**config.mk**
```make
export PLATFORM = sky130hd
export DESIGN_NAME = pkt_rx_reader
export DESIGN_NICKNAME = d
export VERILOG_FILES = /design/src/rtl/pkt_rx_reader.sv
export SDC_FILE = /design/constraint.sdc
export NUM_CORES = 1
export LEC_CHECK = 0
export BUFFER_PORTS_ARGS = -buffer_cell sky130_fd_sc_hd__buf_2
export CAP_MARGIN = 0
export CORE_MARGIN = 8
export CORE_UTILIZATION = 51
export DETAILED_ROUTE_END_ITERATION = 10
export PLACE_DENSITY_LB_ADDON = 0.12
export REMOVE_ABC_BUFFERS = 1
export SLEW_MARGIN = 25
export SYNTH_ARGS = -nofsm -noshare
export SYNTH_HDL_FRONTEND = slang
export SYNTH_SLANG_ARGS = --single-unit
```
**constraint.sdc**
```tcl
create_clock -name clk_156m25 -period 3.15 [get_ports clk_156m25]
set_input_delay 0.4725 -clock clk_156m25 [delete_from_list [all_inputs] [get_ports clk_156m25]]
set_output_delay 0.4725 -clock clk_156m25 [all_outputs]
set_load 0.1 [all_outputs]
```
**src/rtl/pkt_rx_reader.sv**
```systemverilog
// -----------------------------------------------------------------------------
// pkt_rx_reader
//
// Host-side consumer of the MAC packet receive interface. It waits for the MAC
// to report a complete frame (pkt_rx_avail). It then issues read enables
// (pkt_rx_ren) and catches the returned words one cycle later into a small
// first-word-fall-through FIFO. The words leave the FIFO as a valid/ready
// stream. SOP/EOP framing is checked on the way in. Optional statistics
// counters track frames, bytes and errored frames.
//
// Build option:
//   PKT_RX_STATS_EN  - when defined, frm_cnt/byte_cnt/err_cnt count traffic;
//                      when undefined the counter logic is absent and the
//                      three ports read as zero.
//
// Parameters:
//   FIFO_DEPTH  output buffer depth in 64-bit words (power of 2, >= 2)
//   CNT_W       width of each statistics counter
//
// Ports:
//   clk_156m25      in   single clock for all logic
//   reset_156m25_n  in   asynchronous active-low reset
//   pkt_rx_avail    in   MAC holds at least one complete frame
//   pkt_rx_ren      out  read enable to MAC; data returns one cycle later
//   pkt_rx_val      in   MAC word valid this cycle
//   pkt_rx_data     in   64-bit frame word
//   pkt_rx_sop/eop  in   frame delimiters
//   pkt_rx_mod      in   valid bytes in EOP word (0 = all 8)
//   pkt_rx_err      in   MAC frame error, meaningful on the EOP word
//   out_val         out  stream word valid
//   out_ready       in   stream sink accepts (transfer = out_val & out_ready)
//   out_data        out  stream word
//   out_sop/eop/mod out  copied from the MAC
//   out_err         out  MAC error or framing error, flagged on the EOP word
//   frm_cnt         out  frames whose EOP word entered the FIFO
//   byte_cnt        out  payload bytes written to the FIFO
//   err_cnt         out  frames delivered with out_err set
// -----------------------------------------------------------------------------
module pkt_rx_reader #(
  parameter int FIFO_DEPTH = 4,
  parameter int CNT_W      = 32
) (
  input  logic             clk_156m25,
  input  logic             reset_156m25_n,
  input  logic             pkt_rx_avail,
  output logic             pkt_rx_ren,
  input  logic             pkt_rx_val,
  input  logic [63:0]      pkt_rx_data,
  input  logic             pkt_rx_sop,
  input  logic             pkt_rx_eop,
  input  logic [2:0]       pkt_rx_mod,
  input  logic             pkt_rx_err,
  output logic             out_val,
  input  logic             out_ready,
  output logic [63:0]      out_data,
  output logic             out_sop,
  output logic             out_eop,
  output logic [2:0]       out_mod,
  output logic             out_err,
  output logic [CNT_W-1:0] frm_cnt,
  output logic [CNT_W-1:0] byte_cnt,
  output logic [CNT_W-1:0] err_cnt
);

  localparam int AW = (FIFO_DEPTH > 1) ? $clog2(FIFO_DEPTH) : 1;
  localparam int OW = AW + 1;
  // Each FIFO entry holds {data, sop, eop, mod, err}.
  localparam int EW = 64 + 1 + 1 + 3 + 1;

  localparam logic [OW:0] DEPTH_C = (OW + 1)'(FIFO_DEPTH);

  localparam logic [1:0] ST_IDLE = 2'd0;
  localparam logic [1:0] ST_RD   = 2'd1;
  localparam logic [1:0] ST_GAP  = 2'd2;

  logic [1:0]    state_q, state_d;
  logic          ren_q;
  logic [OW-1:0] occ_q, occ_d;
  logic [AW-1:0] wptr_q, wptr_d;
  logic [AW-1:0] rptr_q, rptr_d;
  logic          in_frame_q, in_frame_d;
  logic          ferr_q, ferr_d;

  logic [EW-1:0] mem_q [FIFO_DEPTH];
  logic [EW-1:0] head;

  logic          wr_en;
  logic          rd_en;
  logic          eop_seen;
  logic [OW:0]   credit_used;
  logic          frm_bad;
  logic          wr_err;

  // A returned word is accepted only when a read was issued the cycle before;
  // stray valids from the MAC are dropped.
  assign wr_en    = pkt_rx_val & ren_q;
  assign rd_en    = out_val & out_ready;
  assign eop_seen = pkt_rx_val & pkt_rx_eop;

  // Credit covers both stored words and the one in flight from the MAC. A slot
  // freed by a read this cycle becomes usable on the next cycle. Every word
  // that arrives therefore has a free slot waiting for it.
  assign credit_used = {1'b0, occ_q} + {{OW{1'b0}}, ren_q};

  // The read enable is cut combinationally on the EOP word, so the MAC is
  // never asked for a word past the end of the frame.
  assign pkt_rx_ren = (state_q == ST_RD) & (credit_used < DEPTH_C) & ~eop_seen;

  // ---------------------------------------------------------------------------
  // Read-side FSM
  // ---------------------------------------------------------------------------
  always_comb begin
    state_d = state_q;
    case (state_q)
      ST_IDLE: if (pkt_rx_avail) state_d = ST_RD;
      // Avail may drop mid-frame; reading continues until the EOP word.
      ST_RD:   if (eop_seen) state_d = ST_GAP;
      // One idle cycle gives the MAC time to update pkt_rx_avail.
      ST_GAP:  state_d = ST_IDLE;
      default: state_d = ST_IDLE;
    endcase
  end

  // ---------------------------------------------------------------------------
  // Framing check
  // ---------------------------------------------------------------------------
  // A word is out of place if it lacks SOP while outside a frame, or carries
  // SOP while inside one. The error is remembered until the EOP word and is
  // reported there, together with any error the MAC flags.
  assign frm_bad = in_frame_q ? pkt_rx_sop : ~pkt_rx_sop;
  assign wr_err  = pkt_rx_eop & (pkt_rx_err | ferr_q | frm_bad);

  always_comb begin
    in_frame_d = in_frame_q;
    ferr_d     = ferr_q;
    if (wr_en) begin
      if (pkt_rx_eop) begin
        in_frame_d = 1'b0;
        ferr_d     = 1'b0;
      end else begin
        in_frame_d = 1'b1;
        ferr_d     = ferr_q | frm_bad;
      end
    end
  end

  // ---------------------------------------------------------------------------
  // FIFO pointers and occupancy
  // ---------------------------------------------------------------------------
  always_comb begin
    wptr_d = wptr_q;
    rptr_d = rptr_q;
    occ_d  = occ_q;
    if (wr_en) wptr_d = wptr_q + AW'(1);
    if (rd_en) rptr_d = rptr_q + AW'(1);
    case ({wr_en, rd_en})
      2'b10:   occ_d = occ_q + OW'(1);
      2'b01:   occ_d = occ_q - OW'(1);
      default: occ_d = occ_q;
    endcase
  end

  always_ff @(posedge clk_156m25 or negedge reset_156m25_n) begin
    if (!reset_156m25_n) begin
      state_q    <= ST_IDLE;
      ren_q      <= 1'b0;
      occ_q      <= '0;
      wptr_q     <= '0;
      rptr_q     <= '0;
      in_frame_q <= 1'b0;
      ferr_q     <= 1'b0;
    end else begin
      state_q    <= state_d;
      ren_q      <= pkt_rx_ren;
      occ_q      <= occ_d;
      wptr_q     <= wptr_d;
      rptr_q     <= rptr_d;
      in_frame_q <= in_frame_d;
      ferr_q     <= ferr_d;
    end
  end

  // Storage has no reset. An entry is only visible once occupancy covers it.
  always_ff @(posedge clk_156m25) begin
    if (wr_en) mem_q[wptr_q] <= {pkt_rx_data, pkt_rx_sop, pkt_rx_eop, pkt_rx_mod, wr_err};
  end

  // ---------------------------------------------------------------------------
  // First-word-fall-through output
  // ---------------------------------------------------------------------------
  // The head entry is shown directly. While the FIFO is empty the outputs are
  // forced to zero, so reset and idle both present a clean bus. The head entry
  // cannot change until it is read, so the outputs hold under backpressure.
  assign head    = mem_q[rptr_q];
  assign out_val = (occ_q != '0);

  always_comb begin
    out_data = '0;
    out_sop  = 1'b0;
    out_eop  = 1'b0;
    out_mod  = '0;
    out_err  = 1'b0;
    if (out_val) begin
      out_data = head[EW-1 -: 64];
      out_sop  = head[5];
      out_eop  = head[4];
      out_mod  = head[3:1];
      out_err  = head[0];
    end
  end

  // ---------------------------------------------------------------------------
  // Statistics
  // ---------------------------------------------------------------------------
`ifdef PKT_RX_STATS_EN
  logic [CNT_W-1:0] frm_cnt_q;
  logic [CNT_W-1:0] byte_cnt_q;
  logic [CNT_W-1:0] err_cnt_q;
  logic [3:0]       byte_inc;

  // A mod value of zero on the EOP word means the whole word is valid.
  always_comb begin
    byte_inc = 4'd8;
    if (pkt_rx_eop && (pkt_rx_mod != 3'd0)) byte_inc = {1'b0, pkt_rx_mod};
  end

  always_ff @(posedge clk_156m25 or negedge reset_156m25_n) begin
    if (!reset_156m25_n) begin
      frm_cnt_q  <= '0;
      byte_cnt_q <= '0;
      err_cnt_q  <= '0;
    end else if (wr_en) begin
      byte_cnt_q <= byte_cnt_q + CNT_W'(byte_inc);
      if (pkt_rx_eop) begin
        frm_cnt_q <= frm_cnt_q + CNT_W'(1);
        if (wr_err) err_cnt_q <= err_cnt_q + CNT_W'(1);
      end
    end
  end

  assign frm_cnt  = frm_cnt_q;
  assign byte_cnt = byte_cnt_q;
  assign err_cnt  = err_cnt_q;
`else
  assign frm_cnt  = '0;
  assign byte_cnt = '0;
  assign err_cnt  = '0;
`endif

endmodule

```
Word level (Yosys, flattened, before mapping)
Memories as Yosys holds them, arrays and structs flattened. Index checks and enable logic that the tools add are counted.

Register bits: 12. Bits in latches: 0. Memory bits (writable): 280. ROM bits: 0. Logic and storage cells: 48. Memories: 1.

Add/subtract/negate cells: 5. $mul: 0. Divide/modulo/power cells: 0. Order comparisons: 1. Equality and inequality tests: 5. Shift-type cells: 0. Multiplexer cells: 14. Bitwise gates (word level): 11. Reductions and logical operators: 4.

Memory list: mem_q (words 4, bits a word 70, rd ports 1, clocked after memory_dff 0, wr ports 1, RTL line 84) `logic [EW-1:0] mem_q [FIFO_DEPTH];`.

Operators by type and width (number): 64-bit 2-to-1 mux (1); 1-bit 2-to-1 mux (8); 1-bit bitwise AND (6); 3-bit case mux with 2 select lines (1); 2-bit by 1-bit adder with 2-bit output (second input constant) (2); 3-bit by 1-bit adder with 4-bit output (1); 2-bit by 1-bit equality test with 1-bit output (second input constant) (2); 4-bit by 3-bit less-than comparator with 1-bit output (second input constant) (1); 2-bit 2-to-1 mux (2); 2-bit != test (second input constant) (2); 2-bit case mux with 2 select lines (1); 3-bit by 1-bit adder with 3-bit output (second input constant) (1); 3-bit 2-to-1 mux (1); 1-bit OR (3); 3-bit nonzero test (1); 3-bit by 1-bit subtractor with 3-bit output (second input constant) (1); 2-bit equality test (second input constant) (1); 2-bit logical NOT (1); 1-bit NOT (2); 2-bit AND reduction (1); 2-bit nonzero test (1).

Logic depth before layout (Yosys ltp)
Gate-level depths: netlist (run 1).

Word-level depth: 4. Mapped depth: 9. Gate-level depth less buffers: 8.

Worst setup path before layout (run 1)
No wires, ideal clock.

Path kind: input to output. Start point: input port pkt_rx_val. End point: output port pkt_rx_ren. Data arrival time: 3.215 ns. Required time: 2.677 ns. Slack: -0.537 ns. Stages: 4. Path through: clkbuf_1 -> nand2_1 -> nand3b_1 -> a311oi_1.

Word-level cells in the longest chain between the ends: 3.

RTL lines: start: declaration (RTL line 47) `input logic pkt_rx_val,`; 1-bit bitwise AND (RTL line 98) `assign eop_seen = pkt_rx_val & pkt_rx_eop;`; 1-bit NOT (RTL line 107) `assign pkt_rx_ren = (state_q == ST_RD) & (credit_used < DEPTH_C) & ~eop_seen;`; 1-bit bitwise AND (RTL line 107); end: declaration (RTL line 46) `output logic pkt_rx_ren,`.

Every way passes these cells.

Worst setup path in the final report (run 1)
Start point: register rptr_q[0]. End point: output port out_data[32].

Word-level cells in the longest chain between the ends: 2.

RTL lines: start: declaration (RTL line 80) `logic [AW-1:0] rptr_q, rptr_d;`; start signal: assignment (RTL line 177) `rptr_q <= rptr_d;`; memory 4 x 70 bit; 64-bit 2-to-1 mux (RTL line 203) `if (out_val) begin`; end: declaration (RTL line 55) `output logic [63:0] out_data,`.

Every way passes these cells.

==> results.json, run 1 <==
{
  "status": "complete, no violations",
  "die-area_um2": 28700,
  "ys_seq_area_frac": 0.726,
  "h-tree-depth": 1,
  "crit_start": "rptr_q[0]",
  "drt-total-wl_mm": 23.6,
  "worstSetupEndpoint": "out_data[32]",
  "path_clk_slew_ns": 0.06,
  "clkSinkCount": 292,
  "avgSynthCellArea_um2": 20.1,
  "r2r-end": "occ_q[2]",
  "post_synth_num_cell_types": 29,
  "clk_path_buf_depth": 3,
  "grt_pass1_vias": 6114,
  "async_reset_ff_frac": 0.0411,
  "synth-seq-cells": 292,
  "hold_viol_final": 0,
  "vias": 5565,
  "clockRootBuffer": "clkbuf_16",
  "arrival_ns": 2.45,
  "drive_gt1_frac": 0.358,
  "criticalPathCategory": "flop to output port",
  "hpwl_mm": 15.0,
  "final.setup.tns_ns": 0,
  "final_antenna_net_count": 0,
  "antenna_found_initial": 3,
  "slew_viol_final": 0,
  "tightestPinTransition_ns": 0.649,
  "r2r_cells": 9,
  "wl_per_cell_um": 21.3,
  "setup_viol": 0,
  "rsz0062_at_grt": "false",
  "io_buffers": 146,
  "grt_util_all_layers": 0.161,
  "nets": 845,
  "grt_max_degree": 47,
  "crit_fanout": 12,
  "min_period_over_period": 0.928,
  "slew_headroom": 0.567,
  "syn-cell-area_um2": 12000,
  "place_congestion": 0.714,
  "holdWs_ns": 0.142,
  "worstSetupStartpointType": "flop",
  "dr.first_iter.drc_count": 280,
  "cap_violations": 0,
  "insertion_delay_ns": 0.54,
  "synthCells": 597,
  "fin_crit_ns": 2.92,
  "via_per_inst": 5.02,
  "worstReg2RegStart": "occ_q[0]",
  "die_w_um": 169,
  "coreArea_um2": 23300,
  "drt-pass1-iter-count": 5,
  "clock.fmax_mhz": 342,
  "rows": 56,
  "cts_inserted_buffers": 30,
  "synth-edff-count": 280,
  "initial_core_util": 0.515,
  "die_y_um": 169,
  "synth-main-ff-cell": "edfxtp_1",
  "cts_tree": "built",
  "overflow": 0,
  "yosysWarnings": 0,
  "grt_pass1_wl_mm": 35.5,
  "hold_path.class": "input pin to flop",
  "io_pins": 243,
  "min_from": "pkt_rx_avail",
  "r2r_slack_ns": 0.73,
  "area_growth_pct": 14.9,
  "crit_path_end_kind": "output port",
  "crit_required_ns": 2.68,
  "drc_errors": 0,
  "finalClockSkew_ns": 0.0144
}
[state kept, by name, indices dropped and copies added (netlist names)]
signal,flops
rptr_q,2
mem_q,280
in_frame_q,1
state_q,2
ren_q,1
ferr_q,1
occ_q,3
wptr_q,2
[critical path: stages, from the launching register on]
cell,delay [ns]
dfrtp_4,0.59
buf_4,0.32
mux4_2,0.53
and2_1,0.17
buf_2,0.29
[repair_timing]
item	in CTS	in global routing
hold buffers	1	0
setup buffers	1	1
gates resized for setup	0	0
pin swaps	0	0
endpoints found under the hold margin	12	0
gates cloned	0	0
setup endpoints to repair	7	1
[cell type report]
type                       instances  area [um2]
clock inverter                    15         151
multi-input combinational        273        2690
fill                            1741        9490
inverter                           5        18.8
clock buffer                      41         843
antenna                            1        2.50
sequential                       292        8720
tap                              319         399
timing repair buffer             162         948
[cells in the final DEF, fill, tap and decap left out, drive strengths merged, types with 4 or more instances in the layout]
cell type / count
and2: 71
and3: 4
buf: 161
clkbuf: 41
clkinv: 11
conb: 96
dfrtp: 12
edfxtp: 280
ha: 5
inv: 5
mux4: 70
nand2: 5
xnor2: 4
[logic make-up (layout without fill, tap and decap cells)]
| family | after synthesis | in the layout | synth area share |
|---|---|---|---|
| DFF | 292 | 292 | 0.726 |
| buffers and inverters | 127 | 223 | 0.0808 |
| and+or+nand+nor | 86 | 86 | 0.0435 |
| muxes | 71 | 71 | 0.133 |
| AOI/OAI and AO/OA | 7 | 7 | 0.00386 |
| xor gates and xnor gates | 7 | 7 | 0.00511 |
| adders and majority gates | 6 | 6 | 0.00689 |
| other | 1 | 97 | 0.000313 |
[Yosys cell counts, types with 2 or more instances]
cell type / count / area share
buf_4: 96 / 0.060
nand2_1: 5 / 0.0016
xnor2_1: 4 / 0.0029
mux4_1: 2 / 0.0044
buf_12: 7 / 0.012
inv_1: 5 / 0.0016
clkbuf_1: 10 / 0.0031
edfxtp_1: 280 / 0.70
dfrtp_1: 12 / 0.025
and2_1: 71 / 0.037
a31oi_1: 3 / 0.0016
buf_2: 8 / 0.0033
and3_1: 4 / 0.0021
ha_1: 5 / 0.0052
nor2_1: 2 / 0.00063
mux4_2: 68 / 0.13
xor2_1: 3 / 0.0022
[per-layer routing]
metal  GRT usage  wire [um]  share of wire
met3      0.0447       2420           0.10
met4      0.0362        338          0.014
met5           0         35         0.0015
met2       0.278      11800           0.50
met1       0.201       9070           0.38
[through the flow]
step | worst slack, ns | cell area (um2) | utilization | std cells
after floorplan | -1.51 | 11400 | - | 570
after global placement | 0.582 | 12700 | 0.547 | 1048
final | 0.227 | 13800 | 0.592 | 1108
after detailed placement | 0.563 | 12700 | 0.547 | 1048
after CTS | 0.0631 | 13700 | 0.591 | 1106
after global routing | 0.0800 | 13800 | 0.592 | 1107
[worst min path at each step]
stage,cells after the start,end
after detailed placement,1,in_frame_q
after global placement,1,in_frame_q
final,3,state_q[0]
after floorplan,0,ferr_q
after CTS,3,state_q[0]
after global routing,1,mem_q[2][14]
Power of run 1 is not shown: default switching activity piles up to over one toggle a cycle in this logic, so the estimate is an artifact.
==> run 2: changes to the inputs <==
--- a/config.mk
+++ b/config.mk
@@ -8,8 +8,9 @@
 export BUFFER_PORTS_ARGS = -buffer_cell sky130_fd_sc_hd__buf_2
 export CAP_MARGIN = 0
 export CORE_MARGIN = 8
-export CORE_UTILIZATION = 51
+export CORE_UTILIZATION = 50
 export DETAILED_ROUTE_END_ITERATION = 10
+export GPL_ROUTABILITY_DRIVEN = 1
 export PLACE_DENSITY_LB_ADDON = 0.12
 export REMOVE_ABC_BUFFERS = 1
 export SLEW_MARGIN = 25
==> constraint.sdc (replaced) <==
create_clock -name clk_156m25 -period 2.5 [get_ports clk_156m25]
set_input_delay 0.375 -clock clk_156m25 [delete_from_list [all_inputs] [get_ports clk_156m25]]
set_output_delay 0.375 -clock clk_156m25 [all_outputs]
set_load 0.1 [all_outputs]
==> run 2 against run 1 <==
Net effect: register-to-register slack worse by 0.21 ns; first-iteration DRC count increased by 2.9%; the flow now finishes with violations (setup timing); sequential share of layout area fell by 5.0 points; critical endpoint is now out_err; clock skew shrank 0.0072 ns.
==> results.json, run 2 (synthesis gave the netlist of run 1 again) <==
{
  "status": "finished, violations left",
  "violations": "setup timing",
  "slew_viol_final": 0,
  "cap_violations": 0,
  "rsz0062_at_grt": "true",
  "whs_endpoint": "state_q[0]",
  "h-tree-depth": 1,
  "fillers": 1632,
  "hpwl_mm": 14.1,
  "coreArea_um2": 23500,
  "initial_core_util": 0.509,
  "cpMaxStageDelayCell": "mux4_2",
  "worstReg2RegStart": "occ_q[0]",
  "grt_util_met3": 0.0387,
  "worstSetupStartpointType": "flop",
  "crit_path_max_incr_delay_ns": 0.55,
  "drt-total-wl_mm": 23.7,
  "antenna_found_initial": 3,
  "grt_pass1_wl_mm": 34.4,
  "crit_path_end_kind": "output port",
  "fin_crit_ns": 2.59,
  "grt_pass1_vias": 6040,
  "place_congestion": 0.730,
  "clock.fmax_mhz": 386,
  "finalClockSkew_ns": 0.00725,
  "grt_util_all_layers": 0.154,
  "die_y_um": 171,
  "crit_family": "multiplexers",
  "hold_path.class": "input pin to flop",
  "r2r-end": "occ_q[1]",
  "top_register": "mem_q",
  "rows": 56,
  "path_buf_inv": 3,
  "r2r_slack_ns": 0.52,
  "use_met2": 0.269,
  "area_growth_pct": 24.7,
  "overflow": 0,
  "fin_util": 0.635,
  "cts_inserted_buffers": 29,
  "largest_register_ffs": 280,
  "multiInputGateArea_um2": 2820,
  "io_pins": 243,
  "path_clk_slew_ns": 0.06,
  "r2r_cells": 6,
  "criticalPathCategory": "flop to output port",
  "vias": 5633,
  "via_per_inst": 5.07,
  "clkSinkCount": 292,
  "drive_gt1_frac": 0.429,
  "setup_ws_ns": -0.0914,
  "min_from": "pkt_rx_avail",
  "arrival_ns": 2.22,
  "drt-pass1-iter-count": 6,
  "grt_max_degree": 71,
  "dr.first_iter.drc_count": 288,
  "grt-busiest-layer": "met2",
  "seq_area_um2": 8720,
  "final_cells": 1112,
  "crit_chain": "buf_6, buf_16, mux4_2, and2_4, buf_12",
  "wl_per_cell_um": 21.3,
  "clockRootBuffer": "clkbuf_16",
  "hold_viol_final": 0,
  "cts_tree": "built",
  "die_w_um": 171,
  "hold_depth": 3,
  "nets": 854,
  "crit_fanout": 7,
  "drc_errors": 0,
  "layout_common_cells": "280 x edfxtp_1, 96 x conb_1, 75 x buf_2, 70 x mux4_2, 65 x buf_12",
  "die-area_um2": 29200,
  "largestRegisters": "mem_q (280), occ_q (3)",
  "setup_viol": 40,
  "final_common_cell": "edfxtp_1",
  "grt_util_met1": 0.192,
  "dp_worst_setup_slack_ns": 0.197,
  "place_inst": 1046,
  "min_period_over_period": 1.04,
  "clk_path_buf_depth": 3,
  "io_buffers": 146,
  "final_antenna_net_count": 0,
  "crit_required_ns": 2.12,
  "insertion_delay_ns": 0.53,
  "antenna_cells": 0
}
[run 2: cell count changes in the layout (fill, tap and decap cells not counted), sizes merged]
cell and change:
clkbuf +2, diode -1, clkinvlp -1, buf +5, clkinv -1
[run 2: stage by stage]
step                instance area [um2]  hold slack, ns  TNS (ns)
floorplan                         11400          0.0794   -195.19
global placement                  12700           0.266         0
detailed placement                12700           0.276         0
CTS                               14200          0.0311     -5.79
global route                      15000          0.0379     -5.26
finish                            15000          0.0529     -1.34
[run 2: worst max-delay path by stage]
stage / from / cells after the start / slack [ns] / endpoint
after CTS: rptr_q[0] / 4 / -0.16 / out_err
after detailed placement: occ_q[0] / 6 / 0.20 / occ_q[1]
final: rptr_q[0] / 5 / -0.09 / out_err
after global placement: rptr_q[0] / 4 / 0.25 / out_data[41]
after global routing: rptr_q[0] / 5 / -0.14 / out_err
after floorplan: rptr_q[0] / 2 / -2.06 / out_data[63]
[run 2: cell type report]
| class | count | share of cell area |
|---|---|---|
| Tap cell | 319 | 0.0267 |
| Clock inverter | 13 | 0.00895 |
| Inverter | 5 | 0.00126 |
| Timing Repair Buffer | 172 | 0.141 |
| Multi-Input combinational cell | 273 | 0.189 |
| Sequential cell | 292 | 0.583 |
| Clock buffer | 38 | 0.0508 |
[run 2: routing by layer]
layer  wire length [um]  vias up
li1                   -     2473
met2              11800      227
met1               9410     2890
met5                 36        -
met4                373        6
met3               2150       37
[run 2: worst reg2reg max path, cell delays in order (launching register included)]
cell,delay [ns]
dfrtp_1,0.43
or3_4,0.43
and2_1,0.20
ha_1,0.20
inv_1,0.07
fa_1,0.39
o21ai_0,0.18
[run 2: timing repair]
action / in CTS / in global routing
endpoints found under the hold margin: 12 / 0
hold buffers: 1 / 0
setup endpoints to repair: 70 / 71
setup buffers: 4 / 5
pin swaps: 0 / 0
gates resized for setup: 150 / 172
gates cloned: 0 / 6
Power of run 2 is left out for the same reason.
==> run 3: changes to the inputs <==
--- a/config.mk
+++ b/config.mk
@@ -5,7 +5,7 @@
 export SDC_FILE = /design/constraint.sdc
 export NUM_CORES = 1
 export LEC_CHECK = 0
-export BUFFER_PORTS_ARGS = -buffer_cell sky130_fd_sc_hd__buf_2
+export BUFFER_PORTS_ARGS = -buffer_cell sky130_fd_sc_hd__buf_4
 export CAP_MARGIN = 0
 export CORE_MARGIN = 8
 export CORE_UTILIZATION = 50
==> run 3 against run 2 <==
Net effect: the run still ends with setup timing left; clock-buffer cell count grew 3; first-iteration DRC count shrank 11%; sequential share of layout area shrank 0.73 points; clock skew grew 0.0031 ns; die area is the same; global-route usage grew 0.61 points; core utilization grew 0.80 points; flip-flop and latch count is the same; wire length grew 2.4%; critical path depth is the same; cell count grew 0.45%; non-clock buffer count is the same.
==> results.json, run 3 (synthesis gave the netlist of run 1 again) <==
{
  "vias": 5702,
  "drive_gt1_frac": 0.428,
  "rows": 56,
  "cts_inserted_buffers": 30,
  "arrival_ns": 2.22,
  "via_per_inst": 5.10,
  "setup_ws_ns": -0.0936,
  "crit_required_ns": 2.12,
  "crit_path_max_incr_delay_ns": 0.50,
  "rsz0062_at_grt": "true",
  "fin_crit_ns": 2.59,
  "h-tree-depth": 1,
  "clkSinkCount": 292,
  "worstSetupStartpointType": "flop",
  "cts_tree": "built",
  "initial_core_util": 0.509,
  "wl_per_cell_um": 21.8,
  "grt_max_degree": 71,
  "clock.fmax_mhz": 386,
  "place_inst": 1049,
  "overflow": 0,
  "place_congestion": 0.682,
  "top_register": "mem_q",
  "r2r-end": "occ_q[2]",
  "final.setup.tns_ns": -2.95,
  "multiInputGateArea_um2": 2820,
  "layout_common_cells": "280 x edfxtp_1, 96 x conb_1, 80 x buf_4, 68 x mux4_2, 63 x buf_12",
  "grt_pass1_vias": 6131,
  "r2r_slack_ns": 0.44,
  "coreArea_um2": 23500,
  "crit_fanout": 6,
  "die_y_um": 171,
  "status": "finished, violations left",
  "fillers": 1628,
  "hold_depth": 1,
  "hold_viol_final": 0,
  "dr.first_iter.drc_count": 257,
  "cap_violations": 0,
  "slew_viol_final": 0,
  "hold_path.class": "input pin to flop",
  "drc_errors": 0,
  "routed.top_layer": "met4",
  "grt_util_all_layers": 0.160,
  "hpwl_mm": 14.6,
  "criticalPathCategory": "flop to output port",
  "crit_family": "flip-flops",
  "grt_pass1_wl_mm": 35.5,
  "final_area_um2": 15100,
  "die_w_um": 171,
  "setup_viol": 65,
  "cpMostUsedCell": "buf_12",
  "clk_path_buf_depth": 3,
  "seq_area_um2": 8720,
  "final_common_cell": "edfxtp_1",
  "cpMaxStageDelayCell": "dfrtp_4",
  "io_pins": 243,
  "insertion_delay_ns": 0.54,
  "nets": 855,
  "final_cells": 1117,
  "path_clk_slew_ns": 0.06,
  "crit_path_end_kind": "output port",
  "routed-wl-met3_mm": 2.02,
  "wl_met1_mm": 9.44,
  "path_buf_inv": 3,
  "finalClockSkew_ns": 0.0104,
  "wl_met2_mm": 12.5,
  "drt-pass1-iter-count": 6,
  "place_area_um2": 13100,
  "drt-total-wl_mm": 24.3,
  "min_from": "pkt_rx_data[5]",
  "clockRootBuffer": "clkbuf_16",
  "whs_endpoint": "mem_q[3][11]",
  "min_period_over_period": 1.04,
  "area_growth_pct": 26.3,
  "crit_chain": "buf_12, clkbuf_16, mux4_2, and2_4, buf_12",
  "antenna_found_initial": 2,
  "die-area_um2": 29200,
  "largestRegisters": "mem_q (280), occ_q (3)",
  "final_antenna_net_count": 0,
  "r2r_cells": 8,
  "io_buffers": 146,
  "worstReg2RegStart": "occ_q[0]",
  "fin_util": 0.643,
  "largest_register_ffs": 280,
  "violations": "setup timing"
}
run 3: per-stage QoR:
| step | worst slack (ns) | hold slack (ns) |
|---|---|---|
| 2_1_floorplan | -2.06 | 0.0794 |
| 3_3_place_gp | 0.342 | 0.217 |
| 3_5_place_dp | 0.329 | 0.225 |
| 4_1_cts | -0.125 | 0.0149 |
| 5_1_grt | -0.153 | 0.0136 |
| 6_report | -0.0936 | 0.0345 |
run 3: how the worst max path moves through the flow:
stage / slack (ns) / depth (start not counted) / end / startpoint
floorplan: -2.06 / 2 / out_data[63] / rptr_q[0]
global placement: 0.34 / 4 / out_eop / rptr_q[0]
detailed placement: 0.33 / 4 / out_eop / rptr_q[0]
CTS: -0.12 / 6 / out_data[5] / rptr_q[0]
global route: -0.15 / 4 / out_data[63] / rptr_q[0]
finish: -0.09 / 5 / out_eop / rptr_q[0]
run 3: worst register-to-register path, cell delays in order, from the launching register on:
cell	delay [ns]
dfrtp_1	0.42
or3_4	0.47
and2_1	0.21
ha_1	0.21
inv_1	0.07
fa_1	0.17
xor2_1	0.16
nor2_1	0.07
xor2_1	0.14
run 3: metal layers:
layer	vias up	track usage
li1	2483	-
met1	2974	0.191
met2	215	0.295
met3	30	0.0336
met4	0	0.0367
met5	-	0
run 3: cell type report:
type                    instances  share of cell area
clock inverters                14             0.00496
clock buffers                  41              0.0557
inverters                       5             0.00124
flip-flops and latches        292               0.576
well taps                     319              0.0264
repair buffers                172               0.150
diodes                          1            0.000165
multi-input cells             273               0.186
run 3: repair_timing:
action	CTS	global route
setup buffers	4	3
hold buffers	1	0
gates resized for setup	103	135
endpoints found under the setup margin	70	69
hold endpoints to repair	12	0
gates cloned	1	6
Power of run 3 is left out for the same reason.
